### config.mk
export PLATFORM = sky130hd
export DESIGN_NAME = csr_ex_ctrl
export DESIGN_NICKNAME = d
export VERILOG_FILES = /design/src/rtl/csr_ex_ctrl_pkg.sv /design/src/rtl/csr_ex_ctrl_prio.sv /design/src/rtl/csr_ex_ctrl.sv
export SDC_FILE = /design/constraint.sdc
export NUM_CORES = 1
export LEC_CHECK = 0
export BUFFER_PORTS_ARGS = -buffer_cell sky130_fd_sc_hd__buf_2
export CAP_MARGIN = 30
export CORE_AREA = 5 5 169 171
export DETAILED_ROUTE_END_ITERATION = 10
export DIE_AREA = 0 0 174 176
export GPL_TIMING_DRIVEN = 0
export SETUP_SLACK_MARGIN = 0.02
export SLEW_MARGIN = 20
export SYNTH_ARGS = -nofsm -noshare
export SYNTH_HDL_FRONTEND = slang
export SYNTH_SLANG_ARGS = --single-unit
### constraint.sdc
create_clock -name clk -period 4.06 [get_ports clk]
set_clock_uncertainty 0.15 [all_clocks]
set_input_delay 0.203 -clock clk [delete_from_list [all_inputs] [get_ports clk]]
set_output_delay 0.203 -clock clk [all_outputs]
set_load 0.02 [all_outputs]
### src/rtl/csr_ex_ctrl_pkg.sv
// Shared constants for the exception/flush sequencer: ecodes, FSM encoding
// and the bit positions of the one-hot event vector from the priority encoder.
package csr_ex_ctrl_pkg;

    localparam logic [5:0] ECODE_INT = 6'h00;

    localparam logic [1:0] EXC_IDLE     = 2'd0;
    localparam logic [1:0] EXC_REDIRECT = 2'd1;
    localparam logic [1:0] EXC_DRAIN    = 2'd2;

    localparam int EV_INT  = 3;
    localparam int EV_EXC  = 2;
    localparam int EV_ERTN = 1;
    localparam int EV_CSR  = 0;

endpackage

### src/rtl/csr_ex_ctrl_prio.sv
// Ranks the events of one retiring instruction (interrupt > exception > ertn >
// CSR write) into a one-hot vector, and picks the ecode/esubcode to report.
module ex_prio_enc
    import csr_ex_ctrl_pkg::*;
(
    input  logic       has_int,
    input  logic       ex_req,
    input  logic       ertn,
    input  logic       csr_we,
    input  logic [5:0] ecode_in,
    input  logic [8:0] esubcode_in,
    output logic [3:0] ev,
    output logic [5:0] ecode,
    output logic [8:0] esubcode
);

    always_comb begin
        ev       = '0;
        ecode    = ecode_in;
        esubcode = esubcode_in;
        if (has_int) begin
            ev[EV_INT] = 1'b1;
            ecode      = ECODE_INT;
            esubcode   = '0;
        end else if (ex_req) begin
            ev[EV_EXC] = 1'b1;
        end else if (ertn) begin
            ev[EV_ERTN] = 1'b1;
        end else if (csr_we) begin
            ev[EV_CSR] = 1'b1;
        end
    end

endmodule

### src/rtl/csr_ex_ctrl.sv
// Exception/flush sequencer between WB and the CSR file: drives the CSR
// write/exception/ertn strobes, then a redirect handshake plus a WB drain window.
module csr_ex_ctrl
    import csr_ex_ctrl_pkg::*;
#(
    parameter int DRAIN_CYCLES = 2
) (
    input  logic        clk,
    input  logic        reset,
    input  logic        wb_valid,
    output logic        wb_ready,
    input  logic [31:0] wb_pc_in,
    input  logic        wb_ex_req,
    input  logic [5:0]  wb_ecode_in,
    input  logic [8:0]  wb_esubcode_in,
    input  logic [31:0] wb_vaddr_in,
    input  logic        wb_ertn,
    input  logic        wb_csr_we,
    input  logic [13:0] wb_csr_num,
    input  logic [31:0] wb_csr_wmask,
    input  logic [31:0] wb_csr_wvalue,
    input  logic        has_int,
    input  logic [31:0] ex_entry,
    input  logic [31:0] era,
    output logic        csr_we,
    output logic [13:0] csr_num,
    output logic [31:0] csr_wmask,
    output logic [31:0] csr_wvalue,
    output logic        wb_ex,
    output logic [31:0] wb_pc,
    output logic [31:0] wb_vaddr,
    output logic [5:0]  wb_ecode,
    output logic [8:0]  wb_esubcode,
    output logic        ertn_flush,
    output logic        flush,
    output logic        redirect_valid,
    output logic [31:0] redirect_pc,
    input  logic        redirect_ready,
    output logic [15:0] flush_cnt
);

    logic [1:0]  state_reg, state_next;
    logic [3:0]  drain_cnt_reg, drain_cnt_next;
    logic [31:0] redirect_pc_reg, redirect_pc_next;
    logic [15:0] flush_cnt_reg, flush_cnt_next;
    logic [3:0]  ev;
    logic        accept;

    ex_prio_enc u_prio (
        .has_int     (has_int),
        .ex_req      (wb_ex_req),
        .ertn        (wb_ertn),
        .csr_we      (wb_csr_we),
        .ecode_in    (wb_ecode_in),
        .esubcode_in (wb_esubcode_in),
        .ev          (ev),
        .ecode       (wb_ecode),
        .esubcode    (wb_esubcode)
    );

    // Strobes are held low during the reset cycle even if WB presents work.
    assign accept     = (state_reg == EXC_IDLE) && wb_valid && !reset;
    assign wb_ready   = (state_reg == EXC_IDLE);
    assign wb_ex      = accept && (ev[EV_INT] || ev[EV_EXC]);
    assign ertn_flush = accept && ev[EV_ERTN];
    assign csr_we     = accept && ev[EV_CSR];
    assign flush      = wb_ex || ertn_flush;

    assign wb_pc      = wb_pc_in;
    assign wb_vaddr   = wb_vaddr_in;
    assign csr_num    = wb_csr_num;
    assign csr_wmask  = wb_csr_wmask;
    assign csr_wvalue = wb_csr_wvalue;

    assign redirect_valid = (state_reg == EXC_REDIRECT);
    assign redirect_pc    = redirect_pc_reg;
    assign flush_cnt      = flush_cnt_reg;

    always_comb begin
        state_next       = state_reg;
        drain_cnt_next   = drain_cnt_reg;
        redirect_pc_next = redirect_pc_reg;
        flush_cnt_next   = flush_cnt_reg;
        case (state_reg)
            EXC_IDLE: begin
                if (flush) begin
                    state_next       = EXC_REDIRECT;
                    redirect_pc_next = wb_ex ? ex_entry : era;
                    flush_cnt_next   = flush_cnt_reg + 16'd1;
                end
            end
            EXC_REDIRECT: begin
                if (redirect_ready) begin
                    if (DRAIN_CYCLES == 0) begin
                        state_next = EXC_IDLE;
                    end else begin
                        state_next     = EXC_DRAIN;
                        drain_cnt_next = 4'(DRAIN_CYCLES);
                    end
                end
            end
            EXC_DRAIN: begin
                if (drain_cnt_reg <= 4'd1) begin
                    state_next     = EXC_IDLE;
                    drain_cnt_next = '0;
                end else begin
                    drain_cnt_next = drain_cnt_reg - 4'd1;
                end
            end
            default: state_next = EXC_IDLE;
        endcase
    end

    always_ff @(posedge clk) begin
        if (reset) begin
            state_reg       <= EXC_IDLE;
            drain_cnt_reg   <= '0;
            redirect_pc_reg <= '0;
            flush_cnt_reg   <= '0;
        end else begin
            state_reg       <= state_next;
            drain_cnt_reg   <= drain_cnt_next;
            redirect_pc_reg <= redirect_pc_next;
            flush_cnt_reg   <= flush_cnt_next;
        end
    end

endmodule

### After elaboration in Yosys (flattened, before gate mapping)

Index checks and enable logic that the tools add are counted.

* bits in registers: 54
* output and inout bits: 211
* word-level logic and storage cells: 42

* $add $sub $neg: 2
* $lt $le $gt $ge: 1
* equality and inequality tests: 5
* muxes and demuxes: 17
* reduce and logical (&&, ||, !) cells: 13

Operators with widths (count)
* 32-bit 2-to-1 mux: 1
* 16-bit by 1-bit adder with 16-bit output (second input constant): 1
* 9-bit 2-to-1 mux: 1
* 2-bit 2-to-1 mux: 4
* 4-bit 2-to-1 mux: 2
* 4-bit one-hot mux with 2 select lines: 1
* 6-bit 2-to-1 mux: 1
* 2-bit one-hot mux with 3 select lines: 1
* 1-bit logical AND: 5
* 1-bit 2-to-1 mux: 5
* 4-bit by 1-bit <= comparator with 1-bit output (second input constant): 1
* 2-bit by 1-bit inequality test with 1-bit output (second input constant): 2
* 2-bit AND reduction: 2
* 4-bit by 1-bit subtractor with 4-bit output (second input constant): 1
* 3-bit 2-to-1 mux: 1
* 3-bit AND reduction: 1
* 2-bit by 1-bit == test with 1-bit output (second input constant): 1
* 2-bit == test (second input constant): 1
* 2-bit logical NOT: 1
* 1-bit logical OR: 2
* 2-bit inequality test (second input constant): 1
* 2-bit nonzero test: 1
* 1-bit logical NOT: 1

### Longest topological paths before layout

* word-level depth: 9
* depth in mapped cells: 8
* depth with buffers taken out: 6

### Modules after synthesis

A second synthesis with hierarchy kept.

* cell total of the unflattened synthesis: 469
* area total of the unflattened synthesis: 3647.2 um2

By module, submodules not included
* csr_ex_ctrl: instances 1, cells each 449, area each 3489.6 um2, seq. area each 1081.0 um2
* ex_prio_enc: instances 1, cells each 20, area each 157.7 um2, seq. area each 0.0 um2

### Worst setup path after synthesis

No wires, ideal clock.

* path type: reg2out
* from: register state_reg[1]
* to: output wb_ex
* arrival time: 1.441 ns
* data required time: 3.707 ns
* setup slack: 2.266 ns
* stages on the path, launching flop included: 4
* cell sequence: dfxtp_1 nor4b_4 clkbuf_1 nor2b_1

* longest elaborated chain between the ends: 4

Ends and longest elaborated chain
* start, declared: line csr_ex_ctrl.sv:42 `logic [1:0] state_reg, state_next;`
* start signal, assigned: line csr_ex_ctrl.sv:121 `state_reg <= state_next;`
* 2-bit logical NOT: line csr_ex_ctrl.sv:62 `assign accept = (state_reg == EXC_IDLE) && wb_valid && !reset;`
* 1-bit logical AND (2 in series): line csr_ex_ctrl.sv:62
* 1-bit logical AND: line csr_ex_ctrl.sv:64 `assign wb_ex = accept && (ev[EV_INT] || ev[EV_EXC]);`
* end, declared: line csr_ex_ctrl.sv:29 `output logic wb_ex,`

Every way passes these cells.

### Worst setup path after layout

* from: input reset
* to: output csr_we

* longest elaborated chain between the ends: 3

Ends and longest elaborated chain
* start, declared: line csr_ex_ctrl.sv:9 `input logic reset,`
* 1-bit logical NOT: line csr_ex_ctrl.sv:62
* 1-bit logical AND: line csr_ex_ctrl.sv:62
* 1-bit logical AND: line csr_ex_ctrl.sv:66 `assign csr_we = accept && ev[EV_CSR];`
* end, declared: line csr_ex_ctrl.sv:25 `output logic csr_we,`

Every way passes these cells.

==> impl_metrics.tcl <==
set metrics [dict create \
    status "finished, final reports clean" \
    drtIter0Drc 167 \
    synth.largest_area_cell "buf_4" \
    rows 60 \
    slew_headroom_pct 45.8 \
    wirelength_mm 16.1 \
    cts_buffer_depth 2 \
    swShare_pct 32.7 \
    ys_ff_latch 54 \
    post-route-period-util_pct 71.0 \
    power_density_nw_per_um2 274 \
    seqPwrFrac_pct 35.3 \
    netlist_instances 466 \
    firstDrtPassIters 4 \
    finalSetupViolCount 0 \
    port_buffers 295 \
    crit_path_end_kind "primary output" \
    path_buf_inv 4 \
    synth.top_cell.area_share_pct 28.4 \
    wl_per_cell_microns 14.5 \
    worstSetupPathType "primary input to primary output" \
    ir_drop_mv 0.139 \
    cts_made_buffers 5 \
    grt_pass1_vias 4254 \
    synth.area.top_cells "buf_4 28%, dfxtp_1 28%, nand3b_1 6.3%, a211oi_1 4.9%, o21ai_0 4.6%" \
    synth_ff_type "dfxtp_1" \
    overflow 0 \
    max_freq_mhz 347 \
    crit_arrival_ps 2530 \
    grt_use_total_pct 9.64 \
    ios 440 \
    die_w_microns 174 \
    syn_to_final_growth_pct 54.7 \
    ys_warn_count 0 \
    synth_area_sq_um 3800 \
    grt_pass1_wl_mm 23.4 \
    cp_cell_sequence "dlygate4sd3_1 -> buf_6 -> nor4b_4 -> clkbuf_1 -> and4b_1 -> buf_2" \
    vias_per_cell 3.76 \
    comb_power_share_pct 33.6 \
    gp_congestion 0.768 \
    clock_sinks 54 \
    final_cell_mix "298 x buf_2, 144 x buf_4, 54 x dfxtp_1, 45 x nor2_1, 35 x o21ai_0" \
    p_clk_share_pct 31.1 \
    synthArstFlopShare_pct 0 \
    max_cap_violations 0 \
    post_cts_buffers 0 \
    grt_antenna_before_repair 0 \
    synth_fp_nets 698 \
    num_vias 4185 \
    critical_path.slowest_cell "clkbuf_1" \
    die_area_sq_um 30600 \
    hold_viol_final 0 \
    finalNetCount 1001 \
    largest_reg_flops 32 \
    coreArea_sq_um 26700 \
    final_core_utilization_pct 22.0 \
    grt_max_degree 17 \
    yosysUniqueCellTypes 35 \
    intPower_w 0.00109 \
    synth_area_per_cell_sq_um 8.17 \
    path_max_fanout 11 \
    drive_above_1_share_pct 60.1 \
    setup-tns-final_ps 0 \
    clock_latency_ps 300 \
    route.detailed.drc 0 \
    hp-class "primary input to register" \
    fin_crit_ps 2880 \
    final_common_cell "buf_2" \
    synth_edf_count 0 \
    cts_tree "done" \
    fin_hold_ws_ps 70.2 \
    clkTransAtPathRegs_ps 70 \
    worst_slew_pin_slew_ps 813 \
    power_switching_w 0.000528 \
    crit_path_start_kind "primary input" \
    crit_family "buffers and inverters" \
    ant_nets 0 \
    power.leakage_nw 2.91 \
    die_h_microns 176 \
    worst_path_largest_cell_delay_ps 650 \
    drv_slew 0 \
    cts.root.buffer_cell "clkbuf_16" \
    place_hpwl_mm 14.1 \
    critPathRequiredTime_ps 3710 \
    start_util_pct 14.2 \
    seq_area_frac_synth_pct 28.4 \
    rsz0062_at_grt "no" \
    cts_htree_levels 2 \
]
[metrics by stage]
| stage | area [sq um] | setup WS (ps) | power [W] | instances |
|---|---|---|---|---|
| floorplan | 3800 | 2270 | 0.000938 | 466 |
| global placement | 5710 | 1530 | 0.00113 | 1102 |
| detailed placement | 5710 | 1540 | 0.00113 | 1102 |
| CTS | 5880 | 1060 | 0.00165 | 1111 |
| global route | 5880 | 994 | 0.00171 | 1111 |
| finish | 5890 | 1180 | 0.00161 | 1112 |
[worst reg2reg max path: stages, from the launching register on]
cell and delay (ps):
dfxtp_1 380, nor4b_4 550, clkbuf_1 650, clkbuf_1 460, a211oi_1 150
[metal layers]
metal | up-vias | part of all wire, % | track usage (%)
li1 | 2055 | - | -
met1 | 1888 | 37 | 10.7
met2 | 228 | 52 | 17.4
met3 | 14 | 9.1 | 3.04
met4 | 0 | 2.0 | 3.37
met5 | - | 0 | 0
[cell usage after synthesis (3+ instances only)]
library cell / count
buf_4: 144
dfxtp_1: 54
nor2_1: 45
o21ai_0: 35
nand3b_1: 32
a211oi_1: 25
clkbuf_1: 19
nor2b_1: 18
a21oi_1: 14
or3_1: 10
a211oi_2: 7
nand2_1: 7
nand3_1: 6
inv_1: 5
nand4_1: 5
xor2_1: 5
and4_1: 4
o21ai_1: 4
buf_2: 3
buf_6: 3
ha_1: 3
[worst paths after layout]
path / slack, ps / to / startpoint / cells past startpoint
setup / recovery: 1180 / csr_we / reset / 6
hold / removal: 70 / state_reg[1] / redirect_ready / 3
setup reg to reg: 1600 / redirect_pc[16] / state_reg[1] / 4
hold reg to reg: 340 / flush_cnt[15] / flush_cnt[15] / 2
[logic make-up after synthesis]
family	share of synthesized area, %
fa+ha+maj	0.987
compound gates	15.1
flops	28.4
simple gates	21.6
buf+inv	32.1
xor+xnor	1.61
mux	0.263
[layout make-up]
class,count,area (sq um)
diodes,1,2.50
plain buffers,169,1200
clock buffers,6,129
clock inverters,2,37.5
fillers,3015,20800
inverters,5,18.8
multi-input cells,238,1500
flip-flops and latches,54,1080
well taps,341,427
repair buffers,296,1490
[timing repair]
item                       4_1_cts  5_1_grt
setup endpoints to repair        0        0
hold buffers                     1        0
resized for setup                0        0
hold endpoints to repair         4        0
[power groups by stage]
stage / combinational, W / sequential [W] / clock (W)
floorplan: 0.000325 / 0.000613 / 0
global placement: 0.000546 / 0.000582 / 0
detailed placement: 0.000549 / 0.000583 / 0
CTS: 0.000551 / 0.000570 / 0.000529
global route: 0.000584 / 0.000574 / 0.000549
finish: 0.000542 / 0.000570 / 0.000502
No activity file was read; power rests on OpenSTA's default activity.
